### config.mk
export PLATFORM = sky130hd
export DESIGN_NAME = bimodal_gshare_predictor_flat
export DESIGN_NICKNAME = d
export VERILOG_FILES = /design/src/rtl/bp_pkg.sv /design/src/rtl/bimodal_gshare_predictor_if.sv /design/src/rtl/bp_sat_counter_table.sv /design/src/rtl/bimodal_gshare_predictor.sv /design/src/flat_wrapper.sv
export SDC_FILE = /design/constraint.sdc
export NUM_CORES = 1
export LEC_CHECK = 0
export ABC_AREA = 1
export BUFFER_PORTS_ARGS = -buffer_cell sky130_fd_sc_hd__buf_2
export CAP_MARGIN = 20
export CORE_MARGIN = 5
export CORE_UTILIZATION = 63
export CTS_BUF_LIST = sky130_fd_sc_hd__clkbuf_8
export CTS_CLUSTER_DIAMETER = 80
export DETAILED_ROUTE_END_ITERATION = 7
export GPL_TIMING_DRIVEN = 0
export PLACE_DENSITY = 0.92
export SYNTH_ARGS = -nofsm -noshare
export SYNTH_HDL_FRONTEND = slang
export SYNTH_HIERARCHICAL = 1
export SYNTH_SLANG_ARGS = --single-unit
export TNS_END_PERCENT = 10
### constraint.sdc
create_clock -name clk -period 3.85 [get_ports clk]
set_clock_uncertainty 0.05 [all_clocks]
set_input_delay 0.77 -clock clk [delete_from_list [all_inputs] [get_ports clk]]
set_output_delay 0.77 -clock clk [all_outputs]
set_load 0.005 [all_outputs]
### src/rtl/bp_pkg.sv
// Shared branch-predictor definitions: FSM states, default widths and the
// saturating counter step used by every counter-table based predictor.
package bp_pkg;

    localparam int BP_PC_W      = 32;
    localparam int BP_IDX_W     = 6;
    localparam int BP_CTR_W     = 2;
    localparam int BP_HIST_W    = 4;
    localparam int BP_CTR_MAX_W = 8;

    typedef enum logic [0:0] {
        BP_INIT = 1'b0,
        BP_RUN  = 1'b1
    } bp_state_e;

    // Saturation is tested before stepping so the counter can never wrap.
    function automatic logic [BP_CTR_MAX_W-1:0] bp_sat_step(
        input logic [BP_CTR_MAX_W-1:0] ctr,
        input logic [BP_CTR_MAX_W-1:0] ctr_max,
        input logic                    up
    );
        logic [BP_CTR_MAX_W-1:0] res;
        if (up) begin
            if (ctr >= ctr_max) res = ctr_max;
            else                res = ctr + 8'd1;
        end else begin
            if (ctr == 8'd0)    res = 8'd0;
            else                res = ctr - 8'd1;
        end
        return res;
    endfunction

endpackage

### src/rtl/bimodal_gshare_predictor_if.sv
// Fetch-side request/prediction and resolve-side update bundle of the predictor.
interface bimodal_gshare_predictor_if
    import bp_pkg::*;
#(
    parameter int PC_W  = BP_PC_W,
    parameter int IDX_W = BP_IDX_W
);
    logic             ready;
    logic             req_valid;
    logic [PC_W-1:0]  req_pc;
    logic             pred_valid;
    logic             pred_taken;
    logic [IDX_W-1:0] pred_idx;
    logic             upd_valid;
    logic [IDX_W-1:0] upd_idx;
    logic             upd_taken;

    modport master (
        input  ready, pred_valid, pred_taken, pred_idx,
        output req_valid, req_pc, upd_valid, upd_idx, upd_taken
    );

    modport slave (
        output ready, pred_valid, pred_taken, pred_idx,
        input  req_valid, req_pc, upd_valid, upd_idx, upd_taken
    );
endinterface

### src/rtl/bp_sat_counter_table.sv
// Pattern history table: 2^IDX_W saturating counters, one combinational read
// port and one write port shared by initialisation fill and outcome updates.
module bp_sat_counter_table
    import bp_pkg::*;
#(
    parameter int IDX_W    = BP_IDX_W,
    parameter int CTR_W    = BP_CTR_W,
    parameter int INIT_CTR = (2 ** CTR_W) - 1
) (
    input  logic             clk,
    input  logic             i_we,
    input  logic             i_init,
    input  logic [IDX_W-1:0] i_waddr,
    input  logic             i_up,
    input  logic [IDX_W-1:0] i_raddr,
    output logic [CTR_W-1:0] o_rdata
);
    localparam int               DEPTH    = 2 ** IDX_W;
    localparam logic [CTR_W-1:0] CTR_MAX  = {CTR_W{1'b1}};
    localparam logic [CTR_W-1:0] CTR_INIT = CTR_W'(INIT_CTR);

    logic [CTR_W-1:0]        r_pht [DEPTH];
    logic [CTR_W-1:0]        w_cur;
    logic [BP_CTR_MAX_W-1:0] w_step_full;
    logic [CTR_W-1:0]        w_wdata;

    assign w_cur       = r_pht[i_waddr];
    assign w_step_full = bp_sat_step(BP_CTR_MAX_W'(w_cur), BP_CTR_MAX_W'(CTR_MAX), i_up);
    assign w_wdata     = i_init ? CTR_INIT : CTR_W'(w_step_full);
    assign o_rdata     = r_pht[i_raddr];

    // Single write port: init fill and resolve updates never coincide.
    always_ff @(posedge clk) begin
        if (i_we) begin
            r_pht[i_waddr] <= w_wdata;
        end
    end

endmodule

### src/rtl/bimodal_gshare_predictor.sv
// Bimodal / gshare direction predictor: init FSM, global history, index hash
// and registered prediction outputs around a saturating counter table.
module bimodal_gshare_predictor
    import bp_pkg::*;
#(
    parameter int PC_W     = BP_PC_W,
    parameter int IDX_W    = BP_IDX_W,
    parameter int CTR_W    = BP_CTR_W,
    parameter int HIST_W   = BP_HIST_W,
    parameter int INIT_CTR = (2 ** CTR_W) - 1
) (
    input  logic                       clk,
    input  logic                       rst,
    bimodal_gshare_predictor_if.slave  bus
);
    bp_state_e        r_state;
    bp_state_e        w_state_next;
    logic [IDX_W-1:0] r_init_ptr;
    logic             r_ready;
    logic             r_pred_valid;
    logic             r_pred_taken;
    logic [IDX_W-1:0] r_pred_idx;

    logic             w_init_we;
    logic             w_init_done;
    logic             w_req_fire;
    logic             w_upd_fire;
    logic [IDX_W-1:0] w_pc_idx;
    logic [IDX_W-1:0] w_hist_ext;
    logic [IDX_W-1:0] w_idx;
    logic [IDX_W-1:0] w_waddr;
    logic [CTR_W-1:0] w_rdata;
    logic             w_unused_pc_bits;

    assign w_pc_idx         = bus.req_pc[IDX_W+1:2];
    assign w_unused_pc_bits = ^{bus.req_pc[PC_W-1:IDX_W+2], bus.req_pc[1:0]};

    generate
        if (HIST_W > 0) begin : g_ghr
            logic [HIST_W-1:0] r_ghr;
            logic [HIST_W:0]   w_shift;

            assign w_shift    = {r_ghr, bus.upd_taken};
            assign w_hist_ext = IDX_W'(r_ghr);

            // History is non-speculative: it only shifts on a resolved branch.
            always_ff @(posedge clk) begin
                if (rst) begin
                    r_ghr <= {HIST_W{1'b0}};
                end else if (w_upd_fire) begin
                    r_ghr <= HIST_W'(w_shift);
                end
            end
        end else begin : g_nohist
            assign w_hist_ext = {IDX_W{1'b0}};
        end
    endgenerate

    assign w_idx = w_pc_idx ^ w_hist_ext;

    // FSM state register.
    always_ff @(posedge clk) begin
        if (rst) r_state <= BP_INIT;
        else     r_state <= w_state_next;
    end

    // FSM next state: leave INIT after the last entry has been written.
    always_comb begin
        w_state_next = r_state;
        case (r_state)
            BP_INIT: begin
                if (r_init_ptr == {IDX_W{1'b1}}) w_state_next = BP_RUN;
                else                             w_state_next = BP_INIT;
            end
            BP_RUN:  w_state_next = BP_RUN;
            default: w_state_next = BP_INIT;
        endcase
    end

    // FSM outputs: requests and updates are only honoured in RUN.
    always_comb begin
        w_init_we   = 1'b0;
        w_init_done = 1'b0;
        w_req_fire  = 1'b0;
        w_upd_fire  = 1'b0;
        case (r_state)
            BP_INIT: begin
                w_init_we   = 1'b1;
                w_init_done = (r_init_ptr == {IDX_W{1'b1}});
            end
            BP_RUN: begin
                w_req_fire = bus.req_valid;
                w_upd_fire = bus.upd_valid;
            end
            default: begin
                w_init_we = 1'b0;
            end
        endcase
    end

    assign w_waddr = w_init_we ? r_init_ptr : bus.upd_idx;

    bp_sat_counter_table #(
        .IDX_W    (IDX_W),
        .CTR_W    (CTR_W),
        .INIT_CTR (INIT_CTR)
    ) u_pht (
        .clk     (clk),
        .i_we    (w_init_we | w_upd_fire),
        .i_init  (w_init_we),
        .i_waddr (w_waddr),
        .i_up    (bus.upd_taken),
        .i_raddr (w_idx),
        .o_rdata (w_rdata)
    );

    // Init pointer, ready flag and prediction registers; the read sees the
    // pre-update counter, so a same-cycle update never bypasses into it.
    always_ff @(posedge clk) begin
        if (rst) begin
            r_init_ptr   <= {IDX_W{1'b0}};
            r_ready      <= 1'b0;
            r_pred_valid <= 1'b0;
            r_pred_taken <= 1'b0;
            r_pred_idx   <= {IDX_W{1'b0}};
        end else begin
            if (w_init_we)   r_init_ptr <= r_init_ptr + {{(IDX_W-1){1'b0}}, 1'b1};
            if (w_init_done) r_ready    <= 1'b1;
            r_pred_valid <= w_req_fire;
            if (w_req_fire) begin
                r_pred_taken <= w_rdata[CTR_W-1];
                r_pred_idx   <= w_idx;
            end
        end
    end

    assign bus.ready      = r_ready;
    assign bus.pred_valid = r_pred_valid;
    assign bus.pred_taken = r_pred_taken;
    assign bus.pred_idx   = r_pred_idx;

endmodule

### src/flat_wrapper.sv
// flat-port wrapper written by rule: the top's interface ports become plain ports
module bimodal_gshare_predictor_flat import bp_pkg::*;
#(
    parameter int PC_W     = BP_PC_W,
    parameter int IDX_W    = BP_IDX_W,
    parameter int CTR_W    = BP_CTR_W,
    parameter int HIST_W   = BP_HIST_W,
    parameter int INIT_CTR = (2 ** CTR_W) - 1
)
  (clk, rst, bus_ready, bus_pred_valid, bus_pred_taken, bus_pred_idx, bus_req_valid, bus_req_pc, bus_upd_valid, bus_upd_idx, bus_upd_taken);
  bimodal_gshare_predictor_if #(.PC_W(PC_W), .IDX_W(IDX_W)) bus_i ();
  input  logic clk;
  input  logic rst;
  output wire logic [$bits(bus_i.ready)-1:0] bus_ready;
  output wire logic [$bits(bus_i.pred_valid)-1:0] bus_pred_valid;
  output wire logic [$bits(bus_i.pred_taken)-1:0] bus_pred_taken;
  output wire logic [$bits(bus_i.pred_idx)-1:0] bus_pred_idx;
  input wire logic [$bits(bus_i.req_valid)-1:0] bus_req_valid;
  input wire logic [$bits(bus_i.req_pc)-1:0] bus_req_pc;
  input wire logic [$bits(bus_i.upd_valid)-1:0] bus_upd_valid;
  input wire logic [$bits(bus_i.upd_idx)-1:0] bus_upd_idx;
  input wire logic [$bits(bus_i.upd_taken)-1:0] bus_upd_taken;
  assign bus_ready = bus_i.ready;
  assign bus_pred_valid = bus_i.pred_valid;
  assign bus_pred_taken = bus_i.pred_taken;
  assign bus_pred_idx = bus_i.pred_idx;
  assign bus_i.req_valid = bus_req_valid;
  assign bus_i.req_pc = bus_req_pc;
  assign bus_i.upd_valid = bus_upd_valid;
  assign bus_i.upd_idx = bus_upd_idx;
  assign bus_i.upd_taken = bus_upd_taken;
  bimodal_gshare_predictor #(.PC_W(PC_W), .IDX_W(IDX_W), .CTR_W(CTR_W), .HIST_W(HIST_W), .INIT_CTR(INIT_CTR)) u_core (.clk(clk), .rst(rst), .bus(bus_i));
endmodule
==> out/qor.yml, run 1 <==
critPathMaxFanout: 36
die-area_um2: 13900
dr.pass1.iters: 8
fin_crit_ns: 3.60
root_buffer: "clkbuf_8"
dieWidth_um: 118
grt_pass1_vias: 5912
cts_hold_buffers: 0
drc: 3
end_kind: "flop"
wire_per_inst_um: 19.1
worstMarginPinSlew_ns: 0.779
cts_sinks: 148
power_per_cell_area_nw_per_um2: 401
crit_required_ns: 3.99
core-area_um2: 11400
io_buffers: 25
numCtsBuffers: 17
drv_slew: 0
clk_pin_slew_ns: 0.08
cp_slowest_cell: "dfxtp_1"
hold_path_class: "reg -> reg"
slew_headroom: 0.479
ir_drop_mv: 0.374
worstPathArrival_ns: 3.73
regArea_um2: 4240
synth.avg_cell_area_um2: 8.39
dp.cells: 1044
dpl.hpwl_um: 13800
start_kind: "flop"
multi_input_area_um2: 2570
place_congestion: 1.13
synth_nets: 918
p_leak_nw: 3.29
grt_pass1_wl_um: 31900
hold_viol_final: 0
postCtsSetupBuffers: 0
setup_viol: 0
netlist_area_um2: 7340
routed_via_density: 5.88
cpMostUsedCell: "nand2_1"
clock_latency_ns: 0.45
path_cells: "buf_2, nand2_1, o21ai_1, inv_1, buf_1, nand2_1, nand2_1, nand2_1, nand2_1, nor2_2, nand2_1, a21oi_2, nand2_2, buf_12"
layout.nets: 964
antenna_found_initial: 0
start_util: 0.642
max_freq_mhz: 278
maxCapViolCount: 0
drive_above_1_share: 0.109
syn_to_final_growth_pct: 9.94
netlist_instances: 874
drt-total-wl_um: 20600
htree_levels: 4
rsz0062_at_grt: "false"
cts_tree: "done"
placementRows: 39
finalPower_mw: 3.23
grtUsageTotal: 0.300
drt_iter0_markers: 1177
status: "finished with violations"
violations: "DRC"
grt_max_degree: 37
cts_buffer_depth: 2
n_fill_cell: 883
postCtsResizedCells: 0
fp.dieH_um: 118
ios: 52
crit_path_max_incr_delay_ns: 0.46
postRouteAntennaNets: 0
period_share: 0.934
final_cells: 1075
yosysWarnings: 6
grt.overflow.total: 0
vias: 6318
path_class: "reg -> reg"
n_antenna_cell: 0
[final cells by class]
class                           instances  area share
Buffer                                 51      0.0326
Timing Repair Buffer                   27      0.0214
Clock buffer                           17      0.0290
Tap cell                              143      0.0222
Sequential cell                       148       0.526
Multi-Input combinational cell        604       0.318
Inverter                               71      0.0330
Clock inverter                         14      0.0172
[routing by layer]
layer / global-route usage / routed length, µm
met1: 0.395 / 7410
met3: 0.0812 / 2880
met4: 0.168 / 1370
met2: 0.449 / 8920
met5: 0 / 0
[sequential cells by signal, summed over array words and instances, names as in the netlist]
name                   cells
u_core/r_init_ptr          6
u_core/bus.pred_taken      1
u_core/bus.ready           1
u_core/u_pht/r_pht       128
u_core/bus.pred_idx        6
u_core/g_ghr.r_ghr         4
u_core/bus.pred_valid      1
u_core/r_state             1
[worst max-delay path, delay by kind of cell (launching register included)]
family | cells | cell delay, ns
buffers and inverters | 4 | 1.18
AO/OA/AOI/OAI | 2 | 0.53
AND/OR/NAND/NOR | 8 | 1.11
flip-flops | 1 | 0.46
[report_power, final]
part / switching (mW) / internal [mW] / total [mW]
Clock: 0.576 / 0.566 / 1.14
Sequential: 0.00312 / 1.72 / 1.72
Combinational: 0.264 / 0.102 / 0.366
[cell usage in the layout, fill, tap and decap left out, drive strengths merged]
cell	count
a21oi	18
buf	63
bufinv	2
clkbuf	32
clkinv	7
clkinvlp	3
dfxtp	20
edfxtp	128
ha	1
inv	73
nand2	311
nand3	33
nand3b	2
nor2	130
nor3	9
nor4	2
o211ai	7
o21ai	73
o22ai	8
or2	6
xnor2	4
[through the flow]
stage	instance area (µm²)	utilization	setup TNS, ns	setup slack (ns)	hold slack [ns]
floorplan	7340	-	0	0.721	0.391
global placement	7640	0.669	-86.97	-0.712	0.387
detailed placement	7690	0.674	0	0.172	0.399
CTS	8070	0.706	0	0.152	0.410
global route	8070	0.706	0	0.00422	0.449
finish	8070	0.706	0	0.255	0.407
[worst paths after layout]
check        cells past startpoint  slack (ns)              from                   endpoint
max                             14        0.25    u_core/r_state  u_core/u_pht/r_pht[12][1]
min                              2        0.41  u_core/bus.ready           u_core/bus.ready
max reg2reg                     14        0.25    u_core/r_state  u_core/u_pht/r_pht[12][1]
min reg2reg                      2        0.41  u_core/bus.ready           u_core/bus.ready
Power figures use the tool's default switching activity.
==> inputs of run 2 (changes only) <==
--- a/config.mk
+++ b/config.mk
@@ -8,13 +8,13 @@
 export ABC_AREA = 1
 export BUFFER_PORTS_ARGS = -buffer_cell sky130_fd_sc_hd__buf_2
 export CAP_MARGIN = 20
-export CORE_MARGIN = 5
+export CORE_MARGIN = 2
 export CORE_UTILIZATION = 63
 export CTS_BUF_LIST = sky130_fd_sc_hd__clkbuf_8
 export CTS_CLUSTER_DIAMETER = 80
 export DETAILED_ROUTE_END_ITERATION = 7
 export GPL_TIMING_DRIVEN = 0
-export PLACE_DENSITY = 0.92
+export PLACE_DENSITY = 0.84
 export SYNTH_ARGS = -nofsm -noshare
 export SYNTH_HDL_FRONTEND = slang
 export SYNTH_HIERARCHICAL = 1
==> out/qor.yml, run 2 (synthesis results as in run 1) <==
crit_path_max_incr_delay_ns: 0.69
largest-register: "u_core/u_pht/r_pht"
drv_slew: 0
core-area_um2: 11400
cts_buffer_depth: 2
ir_drop_mv: 0.270
n_antenna_cell: 0
largest_reg_flops: 128
layout_commonest_cell: "nand2_1"
start_kind: "flop"
cts_tree: "done"
hold_end: "u_core/bus.ready"
syn_to_final_growth_pct: 9.65
dp.cells: 1044
r2r_slack_ns: 0.20
cpMostUsedCell: "nand2_1"
grt_pass1_vias: 5907
clock_latency_ns: 0.47
dieWidth_um: 112
pwr-share-seq: 0.538
grtUsageTotal: 0.339
ios: 52
postCtsSetupBuffers: 0
htree_levels: 4
maxCapViolCount: 0
max_freq_mhz: 274
setup_viol: 0
dpl.hpwl_um: 13800
numCtsBuffers: 17
path_class: "reg -> reg"
n_fill_cell: 904
min_from: "u_core/bus.ready"
drt-total-wl_um: 20600
power.share.clock: 0.348
multi_input_area_um2: 2570
clk_pin_slew_ns: 0.07
final_cells: 1076
grt_pass1_wl_um: 31600
drc: 0
root_buffer: "clkbuf_8"
critPathMaxFanout: 40
cp_slowest_cell: "o21ai_0"
rsz0062_at_grt: "false"
p_leak_nw: 3.29
slew_headroom: 0.437
regArea_um2: 4240
crit_required_ns: 4.00
worstPathArrival_ns: 3.79
cts_sinks: 148
end_kind: "flop"
period_share: 0.947
fin_crit_ns: 3.65
layout.nets: 964
postCtsResizedCells: 0
worstMarginPinSlew_ns: 0.836
drive_above_1_share: 0.106
place_congestion: 1.05
grt_max_degree: 41
start_util: 0.645
hold_path_class: "reg -> reg"
power_per_cell_area_nw_per_um2: 398
rr_endpoint: "u_core/u_pht/r_pht[27][0]"
netSwitchingFraction: 0.258
cts_hold_buffers: 0
final_cell_mix: "nand2_1 (308), edfxtp_1 (128), nor2_1 (125)"
drt_iter0_markers: 1053
placementRows: 39
hold_path_depth: 2
grt.overflow.total: 0
wire_per_inst_um: 19.2
r2r-start: "u_core/r_state"
timing.hold.ws_ns: 0.401
p_sw_mw: 0.825
intPower_mw: 2.38
hold_viol_final: 0
io_buffers: 25
path_cells: "buf_2, o21ai_0, nor2_1, nand3_1, nand2_1, o21ai_1, nand2_1, nor2_2, nand2_1, a21oi_2, nand2_2, buf_12"
r2r_cells: 12
p_comb_frac: 0.114
routed_via_density: 5.86
fp.dieH_um: 112
vias: 6300
postRouteAntennaNets: 0
die-area_um2: 12500
status: "finished clean"
dr.pass1.iters: 6
antenna_found_initial: 0
==> run 2: cell types whose count changed in the layout (fill, tap and decap cells not counted), sizes merged <==
cell      previous run  this run
clkinv               7         8
inv                 73        74
clkinvlp             3         2
==> run 2: how the worst max path moves through the flow <==
stage                   startpoint                   endpoint  slack [ns]  depth (start not counted)
CTS                 u_core/r_state  u_core/u_pht/r_pht[32][1]        0.25                         12
finish              u_core/r_state  u_core/u_pht/r_pht[27][0]        0.20                         12
global placement    u_core/r_state  u_core/u_pht/r_pht[35][1]       -0.70                         12
detailed placement  u_core/r_state  u_core/u_pht/r_pht[22][1]        0.30                         12
floorplan           bus_upd_idx[0]   u_core/u_pht/r_pht[0][0]        0.72                         15
global route        u_core/r_state  u_core/u_pht/r_pht[28][0]        0.04                         12
==> run 2: power groups by stage <==
stage               clock [mW]  combinational, mW  sequential, mW
global placement             0              0.341            1.76
CTS                       1.13              0.347            1.72
floorplan                    0              0.228            1.76
finish                    1.11              0.364            1.72
detailed placement           0              0.344            1.76
global route              1.19              0.387            1.72
==> run 2: critical path, delay by kind of cell (launching register included) <==
family	cells	cell delay, ns
AND/OR/NAND/NOR	7	1.29
flip-flops	1	0.38
AO/OA/AOI/OAI	3	1.11
buffers and inverters	2	0.51
==> run 2: final cells by class <==
| class | instances | area share |
|---|---|---|
| flip-flops and latches | 148 | 0.528 |
| inverters | 71 | 0.0331 |
| plain buffers | 51 | 0.0327 |
| repair buffers | 27 | 0.0205 |
| well taps | 143 | 0.0222 |
| multi-input cells | 604 | 0.319 |
| clock buffers | 17 | 0.0291 |
| clock inverters | 15 | 0.0156 |
==> run 2: layer usage <==
metal	up-vias	wire length, µm	part of all wire	GRT usage
met5	-	0	0	0
met4	0	1440	0.070	0.235
met3	103	2590	0.13	0.0925
met2	457	9120	0.44	0.499
met1	2817	7470	0.36	0.437
li1	2923	-	-	-
==> run 2: through the flow <==
stage / util / cell area [µm²] / power [mW] / worst slack [ns] / TNS [ns]
after detailed placement: 0.676 / 7680 / 2.10 / 0.301 / 0
after global placement: 0.672 / 7640 / 2.10 / -0.699 / -87.89
after floorplan: - / 7340 / 1.99 / 0.721 / 0
final: 0.707 / 8040 / 3.20 / 0.203 / 0
after CTS: 0.707 / 8040 / 3.20 / 0.246 / 0
after global routing: 0.707 / 8040 / 3.30 / 0.0364 / 0
